===== config.mk =====
export PLATFORM = sky130hd
export DESIGN_NAME = snow64_seq_count_zeros
export DESIGN_NICKNAME = d
export VERILOG_FILES = /design/src/rtl/snow64_seq_count_zeros_pkg.sv /design/src/rtl/snow64_seq_count_zeros_chunk_clz.sv /design/src/rtl/snow64_seq_count_zeros.sv
export SDC_FILE = /design/constraint.sdc
export NUM_CORES = 1
export LEC_CHECK = 0
export ABC_AREA = 1
export BUFFER_PORTS_ARGS = -buffer_cell sky130_fd_sc_hd__buf_2
export CORE_UTILIZATION = 25
export CTS_CLUSTER_DIAMETER = 30
export CTS_CLUSTER_SIZE = 20
export DETAILED_ROUTE_END_ITERATION = 7
export PLACE_DENSITY = 0.46
export REMOVE_ABC_BUFFERS = 1
export SLEW_MARGIN = 25
export SYNTH_ARGS = -nofsm -noshare
export SYNTH_HDL_FRONTEND = slang
export SYNTH_HIERARCHICAL = 1
export SYNTH_SLANG_ARGS = --single-unit

===== constraint.sdc =====
create_clock -name clk -period 3 [get_ports clk]
set_input_delay 0.45 -clock clk [delete_from_list [all_inputs] [get_ports clk]]
set_output_delay 0.45 -clock clk [all_outputs]
set_load 0.05 [all_outputs]

===== src/rtl/snow64_seq_count_zeros_pkg.sv =====
// Shared types for the sequential leading/trailing zero counter.
// Optional feature macro: SNOW64_SEQ_COUNT_ZEROS_EARLY_EXIT_EN.
package PkgSnow64SeqCountZeros;

  typedef enum logic [1:0] {
    StIdle = 2'd0,
    StScan = 2'd1,
    StDone = 2'd2
  } state_t;

  typedef enum logic {
    ModeClz = 1'b0,
    ModeCtz = 1'b1
  } mode_t;

endpackage


===== src/rtl/snow64_seq_count_zeros_chunk_clz.sv =====
// Combinational leading-zero count of one chunk.
// An all-zero chunk yields WIDTH__CHUNK.
module snow64_chunk_clz #(
  parameter int WIDTH__CHUNK = 16
) (
  input  logic [WIDTH__CHUNK-1:0]         in_chunk,
  output logic [$clog2(WIDTH__CHUNK):0]   out_clz
);

  localparam int CW = $clog2(WIDTH__CHUNK) + 1;

  logic w_found;

  // Priority search from the MSB for the first set bit.
  always_comb begin
    out_clz = CW'(WIDTH__CHUNK);
    w_found = 1'b0;
    for (int i = WIDTH__CHUNK - 1; i >= 0; i--) begin
      if (!w_found && in_chunk[i]) begin
        out_clz = CW'(WIDTH__CHUNK - 1 - i);
        w_found = 1'b1;
      end
    end
  end

endmodule


===== src/rtl/snow64_seq_count_zeros.sv =====
// Sequential CLZ/CTZ counter, one chunk scanned per cycle.
// Define SNOW64_SEQ_COUNT_ZEROS_EARLY_EXIT_EN to stop at the first nonzero chunk.
module snow64_seq_count_zeros
  import PkgSnow64SeqCountZeros::*;
#(
  parameter int WIDTH__DATA_IN = 64,
  parameter int WIDTH__CHUNK   = 16
) (
  input  logic                              clk,
  input  logic                              rst,
  input  logic                              in_start,
  input  logic [WIDTH__DATA_IN-1:0]         in_data,
  input  logic                              in_mode,
  output logic                              out_ready,
  output logic                              out_valid,
  output logic [$clog2(WIDTH__DATA_IN):0]   out_count
);

  localparam int N    = WIDTH__DATA_IN / WIDTH__CHUNK;
  localparam int CNTW = $clog2(WIDTH__DATA_IN) + 1;
  localparam int KW   = $clog2(N) + 1;
  localparam int CCW  = $clog2(WIDTH__CHUNK) + 1;

  state_t                    r_state;
  logic [WIDTH__DATA_IN-1:0] r_data;
  logic [KW-1:0]             r_k;
  logic                      r_valid;
  logic [CNTW-1:0]           r_count;
`ifndef SNOW64_SEQ_COUNT_ZEROS_EARLY_EXIT_EN
  logic                      r_found;
  logic [CNTW-1:0]           r_first;
`endif

  logic [WIDTH__DATA_IN-1:0] w_rev;
  logic [WIDTH__DATA_IN-1:0] w_sh;
  logic [WIDTH__CHUNK-1:0]   w_chunk;
  logic [CCW-1:0]            w_clz;
  logic [CNTW-1:0]           w_res;
  logic                      w_nz;
  logic                      w_last;

  // CTZ is done as CLZ of the bit-reversed operand.
  always_comb begin
    w_rev = '0;
    for (int i = 0; i < WIDTH__DATA_IN; i++) begin
      w_rev[i] = in_data[WIDTH__DATA_IN-1-i];
    end
  end

  assign w_sh    = r_data << (int'(r_k) * WIDTH__CHUNK);
  assign w_chunk = w_sh[WIDTH__DATA_IN-1 -: WIDTH__CHUNK];
  assign w_nz    = |w_chunk;
  assign w_last  = (r_k == KW'(N - 1));
  assign w_res   = CNTW'(int'(r_k) * WIDTH__CHUNK)
                 + CNTW'(w_clz);

  snow64_chunk_clz #(
    .WIDTH__CHUNK(WIDTH__CHUNK)
  ) u_chunk_clz (
    .in_chunk(w_chunk),
    .out_clz (w_clz)
  );

  assign out_ready = (r_state == StIdle);
  assign out_valid = r_valid;
  assign out_count = r_count;

  // Idle -> Scan -> Done -> Idle control with registered result.
  always_ff @(posedge clk or posedge rst) begin
    if (rst) begin
      r_state <= StIdle;
      r_data  <= '0;
      r_k     <= '0;
      r_valid <= 1'b0;
      r_count <= '0;
`ifndef SNOW64_SEQ_COUNT_ZEROS_EARLY_EXIT_EN
      r_found <= 1'b0;
      r_first <= '0;
`endif
    end else begin
      unique case (r_state)
        StIdle: begin
          r_valid <= 1'b0;
          if (in_start) begin
            r_data  <= (mode_t'(in_mode) == ModeCtz) ? w_rev : in_data;
            r_k     <= '0;
            r_state <= StScan;
`ifndef SNOW64_SEQ_COUNT_ZEROS_EARLY_EXIT_EN
            r_found <= 1'b0;
`endif
          end
        end
        StScan: begin
`ifdef SNOW64_SEQ_COUNT_ZEROS_EARLY_EXIT_EN
          if (w_nz || w_last) begin
            r_count <= w_nz ? w_res : CNTW'(WIDTH__DATA_IN);
            r_valid <= 1'b1;
            r_state <= StDone;
          end else begin
            r_k <= r_k + 1'b1;
          end
`else
          if (w_nz && !r_found) begin
            r_first <= w_res;
            r_found <= 1'b1;
          end
          if (w_last) begin
            if (r_found)   r_count <= r_first;
            else if (w_nz) r_count <= w_res;
            else           r_count <= CNTW'(WIDTH__DATA_IN);
            r_valid <= 1'b1;
            r_state <= StDone;
          end else begin
            r_k <= r_k + 1'b1;
          end
`endif
        end
        StDone: begin
          r_valid <= 1'b0;
          r_state <= StIdle;
        end
        default: begin
          r_valid <= 1'b0;
          r_state <= StIdle;
        end
      endcase
    end
  end

endmodule


==> out/metrics.yaml, run 1 <==
synthesis:
  synthCells: 736
  synth_top_area_cell: "dfrtp_1"
  synth_common_cells: "nand2_1 (217), inv_1 (127), o21ai_0 (103), dfrtp_1 (85), nand3_1 (40)"
  synth-edff-count: 0
  synth.distinct_cells: 32
  synth_area_per_cell_um2: 7.03
  synth.most_common_cell: "nand2_1"
  synth-xor-area-share_pct: 0.169
  synth.area.mux_share_pct: 0
  synth_top_area_share_pct: 41.1
  ys_seq_elements: 85
  syn_area_mm2: 0.00517
  synth_fa_ha_area_share_pct: 0.968
  ys.flop_type: "dfrtp_1"
  yosysSeqAreaShare_pct: 41.1
  synth_top_family_by_area: "simple AND/OR/NAND/NOR gates"
  synthTopCellsByArea: "dfrtp_1 (41%), nand2_1 (16%), o21ai_0 (10%)"
  async_flop_share_pct: 100
  ys_warn_count: 6
  synth-compound-area-share_pct: 18.0
  synth-simple-area-share_pct: 25.5
final_layout:
  nets: 875
  drive_above_1_share_pct: 17.5
  n_antenna_cell: 0
  areaGrowthSynthToFinish_pct: 20.9
power:
  p_sw_share_pct: 45.7
  seqPwrFrac_pct: 29.3
  p_comb_share_pct: 53.3
  power_density_mw_per_mm2: 1030
  p_leak_nw: 3.21
  p_int_w: 0.00350
  p_sw_w: 0.00295
  finalPower_w: 0.00646
  max-vdd-ir-drop_uv: 446
  clkPwrFrac_pct: 17.5
sta:
  timing.hold.ws_ns: 0.203
  setup_viol: 0
  fin_crit_sh_pct: 91.9
  fmax_mhz: 363
  rsz0062_at_grt: "no"
  drv_slew: 0
  final.min_clock_period_ns: 2.76
  maxSlewHeadroom_pct: 49.4
  skew_ns: 0.00856
  hold_viol: 0
  worst_pin_slew_ns: 0.759
floorplanning:
  coreArea_mm2: 0.0202
  boundaryPins: 77
  rows: 52
  die_area_mm2: 0.0213
  die_h_um: 146
  die_w_um: 146
  initial_core_util_pct: 25.6
clocking:
  cts_sinks: 85
  clk_pin_slew_worst_paths_ns: 0.06
  clk_latency_ns: 0.35
  cts_tree: "done"
  numCtsBuffers: 9
  cts-root-buf: "clkbuf_16"
  cts.path.max_buffers: 2
  h-tree-depth: 3
detailed_routing:
  firstDrtPassIters: 4
  wire_per_inst_um: 12.3
  drt_iter0_drc: 294
  routed_wl_um: 13200
  drcViolationCount: 0
  vias: 4611
  vias_per_cell: 4.28
  ant_nets: 0
setup_path:
  timing.rr.start: "r_k[0]"
  worstSetupEndpointType: "flip-flop"
  path_max_fanout: 13
  slowest_stage: "dfrtp_2"
  worstPathRequired_ns: 3.24
  crit_arrival_ns: 3.00
  reg2regPathDepth: 20
  cp_common_cell: "nand2_1"
  crit_path_start_kind: "flip-flop"
  r2r-end: "out_count[6]"
  crit_path_max_incr_delay_ns: 0.43
  reg2reg_slack_ns: 0.24
  critPathKind: "flip-flop to flip-flop"
  crit_chain: "buf_12 > clkinv_16 > nand2_1 > nand3_1 > a21oi_1 > nor2_2 > nand3_2 > nor2_4 > nand4_4 > nor2_4 > nand4_4 > nor2_2 > nand2_1 > nor2_2 > ha_2 > ha_4 > xor2_2 > nand3b_1 > nand2_1 > nand2_1"
global_route:
  grt_usage_pct: 13.0
  grt_pass1_vias: 4471
  gr-total-overflow: 0
  antenna_found_initial: 0
  grt_max_degree: 77
  grt_pass1_wl_um: 22200
place:
  dp_hpwl_um: 9670
  portBuffers: 76
  gp_congestion: 0.879
run:
  cap_violations: 0
status:
  outcome: "finished, final reports clean"
hold_path:
  hold_class: "input pin to asynchronous set/reset pin"
-- area by class of cell --
cell class                 count  area [um^2]
sequential                    85         2130
timing repair inverter         1         11.3
tap                          270          338
inverter                     132          524
multi-input combinational    478         2350
timing repair buffer          96          601
clock buffer                  11          253
fill                        2230        14000
clock inverter                 4         47.5
-- power by group through the flow --
stage	registers (W)	clock network [W]	logic, W
floorplan	0.00212	0	0.00209
global placement	0.00191	0	0.00328
detailed placement	0.00191	0	0.00328
CTS	0.00189	0.00116	0.00330
global route	0.00196	0.00121	0.00393
finish	0.00189	0.00113	0.00344
-- metrics by stage --
stage | TNS (ns) | area, um^2 | setup slack, ns | std cells | utilization (%)
after CTS | 0 | 6110 | 0.165 | 1069 | 30.2
after global placement | 0 | 5810 | 0.226 | 1054 | 28.7
after floorplan | -0.392 | 4940 | -0.183 | 695 | -
after detailed placement | 0 | 5810 | 0.182 | 1054 | 28.7
final | 0 | 6250 | 0.244 | 1077 | 30.9
after global routing | 0 | 6250 | 0.0204 | 1077 | 30.9
-- cells by family after synthesis --
group,count (synthesis)
buf+inv,173
xor+xnor,1
fa+ha+maj,4
compound gates,167
flops,85
simple gates,306
-- timing repair --
action	CTS	global route
hold buffers	0	0
setup endpoints to repair	0	4
gates resized for setup	0	15
hold endpoints to repair	0	0
buffers inserted	0	6
-- worst max-delay path, delay by kind of cell (launching register included) --
kind            cells  cell delay [ns]
compound gates      1             0.12
xor+xnor            1             0.06
fa+ha+maj           2             0.33
buf+inv             2             0.23
flops               1             0.43
simple gates       14             1.47
-- cell usage in the layout (no fill, tap or decap), types with 2 or more instances in the layout --
master and instances:
nand2_1 217, inv_1 125, o21ai_0 102, dfrtp_1 84, buf_2 75, nand3_1 40
o211ai_1 30, a21oi_1 21, nor2_1 18, buf_4 16, nand4_1 11, clkbuf_16 10
o21ai_1 8, or2_2 6, nor2_2 5, clkinv_2 4, buf_12 4, nor2_4 3
inv_2 2, clkinv_1 2, nand3_2 2, ha_1 2, clkbuf_8 2, nand4_4 2
-- routing by layer --
metal	track usage, %	vias up	routed length (um)
met5	0	-	0
met4	5.16	0	265
met3	2.07	16	401
met2	19.6	66	5760
met1	18.6	2067	6790
li1	-	2462	-
-- worst max path at each step --
stage,startpoint,end,slack [ns],cells past startpoint
after global routing,r_k[0],out_count[6],0.02,20
after floorplan,r_state[0],r_k[1],-0.18,7
final,r_k[0],out_count[6],0.24,20
after detailed placement,r_k[0],out_count[6],0.18,22
after CTS,r_k[0],out_count[6],0.16,22
after global placement,r_k[0],out_count[6],0.23,22
-- sequential cells by signal (all words and copies together) (netlist names) --
register,cells
r_data,64
out_count,7
r_first,7
r_k,3
r_state,2
out_valid,1
r_found,1
Note: power is estimated with default switching activity, not from simulation.
==> inputs of run 2 (changes only) <==
Settings changed: CTS_BUF_LIST from default to sky130_fd_sc_hd__clkbuf_2.
==> run 2 against run 1 <==
  * Cell count increased by 0.19%
  * Worst hold slack got worse by 0.095 ns
  * Clock-buffer cell count decreased by 2
  * Core utilization decreased by 0.94 points
  * Critical path depth unchanged
  * Cell area decreased by 3.0%
  * Non-clock buffer count increased by 1
  * Highest routed layer unchanged
==> out/metrics.yaml, run 2 (synthesis results as in run 1) <==
sta:
  drv_slew: 0  # unchanged
  setup_viol: 0  # unchanged
  skew_ns: 0.0274  # +0.0189 ns
  maxSlewHeadroom_pct: 48.7  # -0.74 points
  timing.hold.ws_ns: 0.108  # -0.0954 ns
  worst_pin_slew_ns: 0.770  # +0.0111 ns
  hold_viol: 0  # unchanged
  fmax_mhz: 361  # -0.47%
  fin_crit_sh_pct: 92.3  # +0.43 points
  final.min_clock_period_ns: 2.77  # +0.0130 ns
  rsz0062_at_grt: "no"
  tns_ns: 0  # unchanged
setup_path:
  reg2regPathDepth: 20  # unchanged
  timing.rr.start: "r_k[0]"
  critPathKind: "flip-flop to flip-flop"
  worstPathRequired_ns: 3.52  # +0.28 ns
  worstSetupEndpointType: "flip-flop"
  crit_path_start_kind: "flip-flop"
  path_max_fanout: 8  # -5
  crit_arrival_ns: 3.28  # +0.28 ns
  startpoint: "r_k[0]"
global_route:
  grt_max_degree: 77  # unchanged
  gr-total-overflow: 0  # unchanged
  grt_pass1_vias: 4475  # +0.089%
  grt_pass1_wl_um: 22200  # about the same
  antenna_found_initial: 1  # +1
  grt_usage_pct: 13.1  # +0.046 points
clocking:
  clk_latency_ns: 0.58  # +0.23 ns
  cts_sinks: 85  # unchanged
  cts-root-buf: "clkbuf_2"
  clk_pin_slew_worst_paths_ns: 0.23  # +0.17 ns
  numCtsBuffers: 9  # unchanged
  h-tree-depth: 3  # unchanged
  cts.path.max_buffers: 2  # unchanged
  cts_tree: "done"
power:
  max-vdd-ir-drop_uv: 295  # -34%
  finalPower_w: 0.00588  # -9.0%
  p_leak_nw: 3.13  # -2.5%
  power_density_mw_per_mm2: 969  # -6.2%
floorplanning:
  boundaryPins: 77  # unchanged
  die_h_um: 146  # unchanged
  initial_core_util_pct: 25.6  # unchanged
  rows: 52  # unchanged
  coreArea_mm2: 0.0202  # unchanged
  die_area_mm2: 0.0213  # unchanged
  die_w_um: 146  # unchanged
detailed_routing:
  drt_iter0_drc: 315  # +7.1%
  vias_per_cell: 4.26  # -0.47%
  ant_nets: 0  # unchanged
  drcViolationCount: 0  # unchanged
  vias: 4598  # -0.28%
  wire_per_inst_um: 12.2  # -0.27%
  routed_wl_um: 13200  # about the same
  firstDrtPassIters: 4  # unchanged
hold_path:
  hold_path_depth: 3
  hold_class: "input pin to flip-flop"
  min_from: "in_data[26]"
final_layout:
  drive_above_1_share_pct: 17.2  # -0.27 points
  areaGrowthSynthToFinish_pct: 17.2
  final_cell_mix: "nand2_1 (217), inv_1 (126), o21ai_0 (102)"
  largest_register_ff_count: 64  # unchanged
  final_common_cell: "nand2_1"
  nets: 876  # +0.11%
  largest_register: "r_data"
place:
  gp_congestion: 0.879  # unchanged
  dp_hpwl_um: 9670  # unchanged
  portBuffers: 76  # unchanged
status:
  outcome: "finished, final reports clean"
run:
  cap_violations: 0  # unchanged
==> run 2: cell type report <==
class	count	area, um^2
flip-flops and latches	85	2130
fillers	2246	14200
diodes	1	2.50
clock buffers	9	45.0
multi-input cells	478	2350
clock inverters	6	55.1
repair buffers	97	611
inverters	132	524
well taps	270	338
repair inverters	1	11.3
==> run 2: per-layer routing <==
metal	vias up	GRT usage (%)	part of all wire [%]
li1	2466	-	-
met1	2051	18.5	52
met2	66	19.8	43
met3	15	2.16	2.8
met4	0	5.21	1.8
met5	-	0	0
==> run 2: through the flow <==
step / area (um^2) / cells / utilization (%) / setup WS (ns)
after floorplan: 4940 / 695 / - / -0.183
after global placement: 5810 / 1054 / 28.7 / 0.226
after detailed placement: 5810 / 1054 / 28.7 / 0.182
after CTS: 5920 / 1070 / 29.2 / 0.159
after global routing: 6060 / 1079 / 30.0 / 0.0140
final: 6060 / 1079 / 30.0 / 0.231
==> run 2: report_power, final <==
group          internal [W]  switching, W  total, W
registers           0.00168      0.000202   0.00188
clock network      0.000179      0.000393  0.000572
logic               0.00113       0.00230   0.00342
total               0.00298       0.00289   0.00588
==> run 2: final timing paths <==
| path | slack [ns] | end |
|---|---|---|
| hold / removal | 0.11 | r_data[26] |
| hold reg to reg | 0.50 | r_first[4] |
| setup reg to reg | 0.23 | out_count[6] |
| max in group asynchronous | 1.80 | r_first[4] |
| setup / recovery | 0.23 | out_count[6] |
| min in group asynchronous | 0.49 | r_data[10] |
==> run 2: repair_timing <==
action | in CTS | in global routing
setup endpoints to repair | 0 | 3
hold endpoints to repair | 41 | 0
setup buffers | 0 | 6
hold buffers | 1 | 0
gates resized for setup | 0 | 14
==> run 2: critical path: stages (launching register included) <==
cell and delay, ns:
dfrtp_2 0.44, buf_12 0.17, buf_4 0.13, nand2_1 0.05
nand3_1 0.11, a21oi_2 0.08, nor2_2 0.16, nand3_2 0.12
nor2_4 0.16, nand4_4 0.10, nor2_4 0.15, nand4_4 0.09
nor2_2 0.12, nand2_1 0.07, nor2_2 0.10, ha_2 0.19
ha_4 0.14, xor2_2 0.06, nand3b_1 0.15, nand2_1 0.07
nand2_1 0.04
